$ cat src/rtl/sample_group_serializer_pkg.sv
// Shared sizes and small types for the sample group serializer.
package sample_group_serializer_pkg;

    localparam int unsigned SAMPLE_W = 48;
    localparam int unsigned GROUP_N  = 8;
    localparam int unsigned SEL_W    = 3;
    localparam int unsigned GROUP_W  = SAMPLE_W * GROUP_N;
    localparam int unsigned CNT_W    = 2;
    localparam int unsigned SLOT_N   = 2;

    typedef logic [SEL_W-1:0] sel_t;
    typedef logic [CNT_W-1:0] cnt_t;

    localparam sel_t SEL_LAST = SEL_W'(GROUP_N - 1);
    localparam cnt_t CNT_FULL = CNT_W'(SLOT_N);

    // Sample selection index as a full-width integer for part-select math.
    function automatic int unsigned sel_base(input sel_t sel, input int unsigned w);
        return int'(sel) * w;
    endfunction

endpackage

$ cat src/rtl/sample_group_serializer_mux.sv
// Eight-way sample selector: picks sample sel0 out of a packed group.
module mux_8_1
    import sample_group_serializer_pkg::*;
#(
    parameter int unsigned width = SAMPLE_W
) (
    input  logic [SEL_W-1:0]         sel0,
    input  logic [GROUP_N*width-1:0] in0,
    output logic [width-1:0]         out0
);

    // Decode one sample lane per select value.
    always_comb begin
        out0 = '0;
        for (int unsigned k = 0; k < GROUP_N; k++) begin
            if (sel0 == SEL_W'(k)) begin
                out0 = in0[k*width +: width];
            end
        end
    end

endmodule

$ cat src/rtl/sample_group_serializer.sv
// Ping-pong buffer that takes 8-sample FFT groups and emits one sample per cycle.
module sample_group_serializer
    import sample_group_serializer_pkg::*;
#(
    parameter int unsigned width       = SAMPLE_W,
    parameter int unsigned width_group = GROUP_W
) (
    input  logic                   clk,
    input  logic                   rst,
    input  logic                   grp_valid,
    output logic                   grp_ready,
    input  logic [width_group-1:0] grp_data,
    output logic                   smp_valid,
    input  logic                   smp_ready,
    output logic [width-1:0]       smp_data,
    output logic [SEL_W-1:0]       smp_idx,
    output logic                   smp_last
);

    localparam int unsigned GRP_W = GROUP_N * width;

    // Two group slots; contents are never reset, only the bookkeeping is.
    logic [GRP_W-1:0] slot_q [SLOT_N];

    logic wr_ptr_q, wr_ptr_d;
    logic rd_ptr_q, rd_ptr_d;
    cnt_t count_q, count_d;
    sel_t sel_q, sel_d;

    logic accept_c;
    logic advance_c;
    logic release_c;
    logic [GRP_W-1:0] rd_group_c;

    // Handshake decode purely from registered state (plus reset gating).
    always_comb begin
        grp_ready = !rst && (count_q != CNT_FULL);
        smp_valid = !rst && (count_q != '0);
        smp_idx   = smp_valid ? sel_q : '0;
        smp_last  = smp_valid && (sel_q == SEL_LAST);
        accept_c  = grp_valid && grp_ready;
        advance_c = smp_valid && smp_ready;
        release_c = advance_c && (sel_q == SEL_LAST);
    end

    // Next-state for pointers, occupancy and sample counter.
    always_comb begin
        wr_ptr_d = wr_ptr_q;
        rd_ptr_d = rd_ptr_q;
        count_d  = count_q;
        sel_d    = sel_q;

        if (accept_c) begin
            wr_ptr_d = ~wr_ptr_q;
        end

        if (advance_c) begin
            if (release_c) begin
                sel_d    = '0;
                rd_ptr_d = ~rd_ptr_q;
            end else begin
                sel_d = sel_q + SEL_W'(1);
            end
        end

        // Simultaneous accept and release leaves occupancy unchanged.
        case ({accept_c, release_c})
            2'b10:   count_d = count_q + CNT_W'(1);
            2'b01:   count_d = count_q - CNT_W'(1);
            default: count_d = count_q;
        endcase
    end

    // Control state register with synchronous reset.
    always_ff @(posedge clk) begin
        if (rst) begin
            wr_ptr_q <= 1'b0;
            rd_ptr_q <= 1'b0;
            count_q  <= '0;
            sel_q    <= '0;
        end else begin
            wr_ptr_q <= wr_ptr_d;
            rd_ptr_q <= rd_ptr_d;
            count_q  <= count_d;
            sel_q    <= sel_d;
        end
    end

    // Slot write; the write slot is never the one being read while a group is held.
    always_ff @(posedge clk) begin
        if (accept_c) begin
            slot_q[wr_ptr_q] <= grp_data[GRP_W-1:0];
        end
    end

    assign rd_group_c = slot_q[rd_ptr_q];

    mux_8_1 #(
        .width (width)
    ) u_mux (
        .sel0 (sel_q),
        .in0  (rd_group_c),
        .out0 (smp_data)
    );

endmodule

$ cat config.mk
export PLATFORM = sky130hd
export DESIGN_NAME = sample_group_serializer
export DESIGN_NICKNAME = d
export VERILOG_FILES = /design/src/rtl/sample_group_serializer_pkg.sv /design/src/rtl/sample_group_serializer_mux.sv /design/src/rtl/sample_group_serializer.sv
export SDC_FILE = /design/constraint.sdc
export NUM_CORES = 1
export LEC_CHECK = 0
export CAP_MARGIN = 10
export CORE_ASPECT_RATIO = 1.1
export CORE_UTILIZATION = 46
export CTS_CLUSTER_DIAMETER = 150
export DETAILED_ROUTE_END_ITERATION = 8
export GPL_TIMING_DRIVEN = 0
export PLACE_DENSITY = 0.69
export SLEW_MARGIN = 20
export SYNTH_ARGS = -nofsm -noshare
export SYNTH_HDL_FRONTEND = slang
export SYNTH_SLANG_ARGS = --single-unit
$ cat constraint.sdc
create_clock -name clk -period 25.1 [get_ports clk]
set_input_delay 3.765 -clock clk [delete_from_list [all_inputs] [get_ports clk]]
set_output_delay 3.765 -clock clk [all_outputs]
set_load 0.1 [all_outputs]
==> key figures <==
Worst setup path
  • Critical-path top delay cell: clkdlybuf4s50_1
  • CP endpoint: smp_last
  • Top Family by Delay on Critical Path: buffers and inverters
  • Slack of the worst reg-to-reg path: roughly 23 ns
  • CP cell instances: clkdlybuf4s50_1 > o21ba_2 > buf_2 > and2_1 > clkdlybuf4s50_1
  • CP startpoint: rst
  • Worst-path fanout max: 10
  • Critical R2R Launch: count_q[0]$_SDFFE_PP0P_
  • CP peak stage delay: 1.22 ns
  • Worst Path Buf+Inv: 3
  • WP data required: 21.33 ns
  • Worst R2R Path Depth: 7
  • Crit Reg-Reg Endpoint: slot_q[1][276]$_DFFE_PP_
  • CP Launch Type: primary input
  • Critical Path Stages: 5
  • Arrival time worst endpoint: 6.03 ns
  • Most frequent CP cell: clkdlybuf4s50_1
  • Setup crit end kind: output pin
  • Crit path kind: in2out

Finish
  • Post-layout util: 60.4%
  • Nets@finish: 2604
  • Storage cell area: 23200 µm²
  • Multi-input gate area: 6400 µm²
  • Synth-to-layout area growth: 29.9%
  • Layout cell share with drive strength beyond 1: 16.0%
  • Layout fillers: 4819

CTS
  • Worst skew pair latency: 0.62 ns
  • H-tree depth: 3
  • Post-CTS setup repair buffer count: 0
  • Post-CTS resize count: 0
  • Hold buffers post-CTS: 0
  • Inserted Clock Buffers: 78
  • Root buffer cell: clkbuf_16
  • Deepest clock path buffer count: 3
  • CTS tree: built
  • CTS clk-pin slew, worst paths: 0.06 ns
  • CTS sink cnt: about 780

STA
  • Slew Viols, Final: 0
  • Crit path time final: 9.80 ns
  • Final Setup Violations: 0
  • Final Hold Viols: 0
  • Worst clock skew: 0.0133 ns
  • Normalized max-slew margin: 26.0%
  • Worst slew pin tran: 1.11 ns
  • Smallest hold slack: 0.512 ns
  • F_max: 102 MHz
  • Final period utilization: between 30 and 40%
  • RSZ-0062 raised after global routing: no

Detailed routing
  • ANT nets after route: 0
  • Routed vias/inst: approximately 5.6
  • Drt initial violations: approximately 1400
  • Drt first pass iters: 6
  • Mean routed wirelength per cell: 26.4 µm
  • Final wirelength: 82.7 mm
  • Routed vias: 17600
  • Post-route DRC: 0

Flow run
  • Max Cap Viol: 0

Pwr
  • Flop pwr share: between 50% and 60%
  • Pleak: 12.6 nW
  • Switch share: roughly 22%
  • Logic pwr share: 9.2%
  • Sw Pwr: ~0.65 mW
  • Clock power frac: 39.9%
  • Pwr dens: 74.6 nW/µm²
  • Int Pwr: approximately 2.3 mW
  • Worst VDD drop: 0.0556 mV
  • Pwr Total: 2.93 mW

Global routing
  • Global-route wire length before repair: ~120 mm
  • Pin count of the biggest net entering global routing: 28
  • GR Overflow Total: 0
  • Vias in the first global route: 18200
  • GRT Total Usage: 24.5%
  • Initial antenna violation count: 28

Logic synthesis
  • Async S/R FF share, synth: 0%
  • Synthesized area per cell: 18.3 µm²
  • Cells after Synth: around 1700
  • Post-synth top area share: 76.4%
  • Synth Warn #: 0
  • #FFs+latches synth: 776
  • Syn nets: 2045
  • Area leader, netlist: edfxtp_1
  • Register area share after synthesis: about three quarters
  • Top cells by area, synth: edfxtp_1, mux2i_1, mux2_2, a221oi_1, o22ai_1
  • Mapped Area: about 30000 µm²
  • Top FF cell, synth: edfxtp_1
  • Netlist cell types: 34
  • Number of flops mapped to enable cells by yosys: 768

Floorplan
  • Chip width: 246 µm
  • Die Ht: 271 µm
  • Row cnt: 98
  • Core area: 65000 µm²
  • DIE AREA: 66700 µm²
  • Initial core utilization: a little under half
  • # IOs: 442

Worst hold path
  • Min-Delay Path Class: reg2reg

Place
  • Placer Congestion: 0.801
  • Detailed placement HPWL: 58.3 mm
  • I/O Buffers: 441

Run status
  • Status: complete, no violations
[worst reg2reg max path: cells and delay by family, from the launching register on]
| family | cells | cell delay (ns) |
|---|---|---|
| AOI/OAI and AO/OA | 1 | 0.41 |
| DFF | 1 | 0.41 |
| buffers and inverters | 5 | 0.96 |
| and+or+nand+nor | 1 | 0.46 |
[Yosys cell counts (5+ instances only)]
library cell,number
edfxtp_1,768
mux2i_1,240
mux2_2,139
nand2_1,100
a221oi_1,96
o22ai_1,96
buf_2,47
o21ai_1,42
clkbuf_1,31
buf_6,11
buf_4,10
dfxtp_1,8
ha_1,7
nor2_1,7
o21ai_0,7
inv_1,6
a21oi_1,5
mux2_1,5
[logic make-up after synthesis]
family	after synthesis	share of synthesized area [%]
muxes	384	13.3
and+or+nand+nor	119	1.60
adders and majority gates	7	0.290
AOI/OAI and AO/OA	251	5.82
buffers and inverters	109	1.95
DFF	776	76.9
xor gates and xnor gates	4	0.116
[power groups by stage]
stage          Clock [mW]  Combinational [mW]  Sequential [mW]
2_1_floorplan           0               0.132             1.55
3_3_place_gp            0               0.247             1.56
3_5_place_dp            0               0.269             1.52
4_1_cts              1.19               0.270             1.49
5_1_grt              1.24               0.281             1.49
6_report             1.17               0.269             1.49
[state kept, by name, summed over array words and instances (netlist names), named ones only]
| register | flops |
|---|---|
| slot_q | 768 |
| count_q | 2 |
| sel_q | 3 |
| rd_ptr_q | 1 |
| wr_ptr_q | 1 |
[metrics by stage]
stage          setup slack [ns]  instance area [µm²]  std cells  setup TNS [ns]
3_5_place_dp              15.31                36600       2979               0
4_1_cts                   15.31                39200       3120               0
3_3_place_gp              -5.51                35700       2941        -4197.55
6_report                  15.30                39200       3137               0
5_1_grt                   15.23                39200       3134               0
2_1_floorplan              3.78                30200       1650               0
[layer usage]
| metal | track usage, % | up-vias | part of all wire, % | wire length (µm) |
|---|---|---|---|---|
| li1 | - | 7842 | - | - |
| met1 | 30.4 | 8936 | 38 | 31700 |
| met2 | 42.0 | 664 | 52 | 42600 |
| met3 | 5.63 | 128 | 7.6 | 6260 |
| met4 | 8.07 | 24 | 2.3 | 1930 |
| met5 | 0 | - | 0.21 | 171 |
[cells in the final DEF (no fill, tap or decap), types with 5 or more instances in the layout]
master	netlist	routed
a21oi_1	5	5
a221oi_1	96	96
buf_12	0	15
buf_16	0	22
buf_2	47	48
buf_4	10	10
buf_6	11	11
bufinv_16	0	9
clkbuf_1	31	45
clkbuf_16	0	82
clkdlybuf4s50_1	0	440
clkinv_1	0	14
clkinv_2	0	14
dfxtp_1	8	8
diode_2	0	17
edfxtp_1	768	768
ha_1	7	7
inv_1	6	6
mux2_1	5	5
mux2_2	139	139
mux2i_1	240	240
nand2_1	100	100
nor2_1	7	5
o21ai_0	7	7
o21ai_1	42	42
o22ai_1	96	96
[worst min-delay path by stage]
| stage | slack, ns | from | end | cells past startpoint |
|---|---|---|---|---|
| CTS | 0.51 | sel_q[1]$_SDFFE_PP0N_ | sel_q[1]$_SDFFE_PP0N_ | 2 |
| global route | 0.54 | rd_ptr_q$_SDFFE_PP0P_ | flip-flop | 2 |
| detailed placement | 0.50 | sel_q[1]$_SDFFE_PP0N_ | sel_q[1]$_SDFFE_PP0N_ | 2 |
| floorplan | 0.47 | sel_q[1]$_SDFFE_PP0N_ | sel_q[1]$_SDFFE_PP0N_ | 2 |
| finish | 0.51 | sel_q[1]$_SDFFE_PP0N_ | sel_q[1]$_SDFFE_PP0N_ | 2 |
| global placement | 0.50 | sel_q[1]$_SDFFE_PP0N_ | sel_q[1]$_SDFFE_PP0N_ | 2 |
[final cells by class]
cell class,instances,share of cell area [%]
tap,850,2.71
multi-input combinational,765,16.3
clock inverter,45,1.19
clock buffer,96,5.37
buffer,103,1.44
antenna,17,0.108
timing repair buffer,479,13.6
sequential,776,59.2
inverter,6,0.0574
Power figures use the tool's default switching activity.
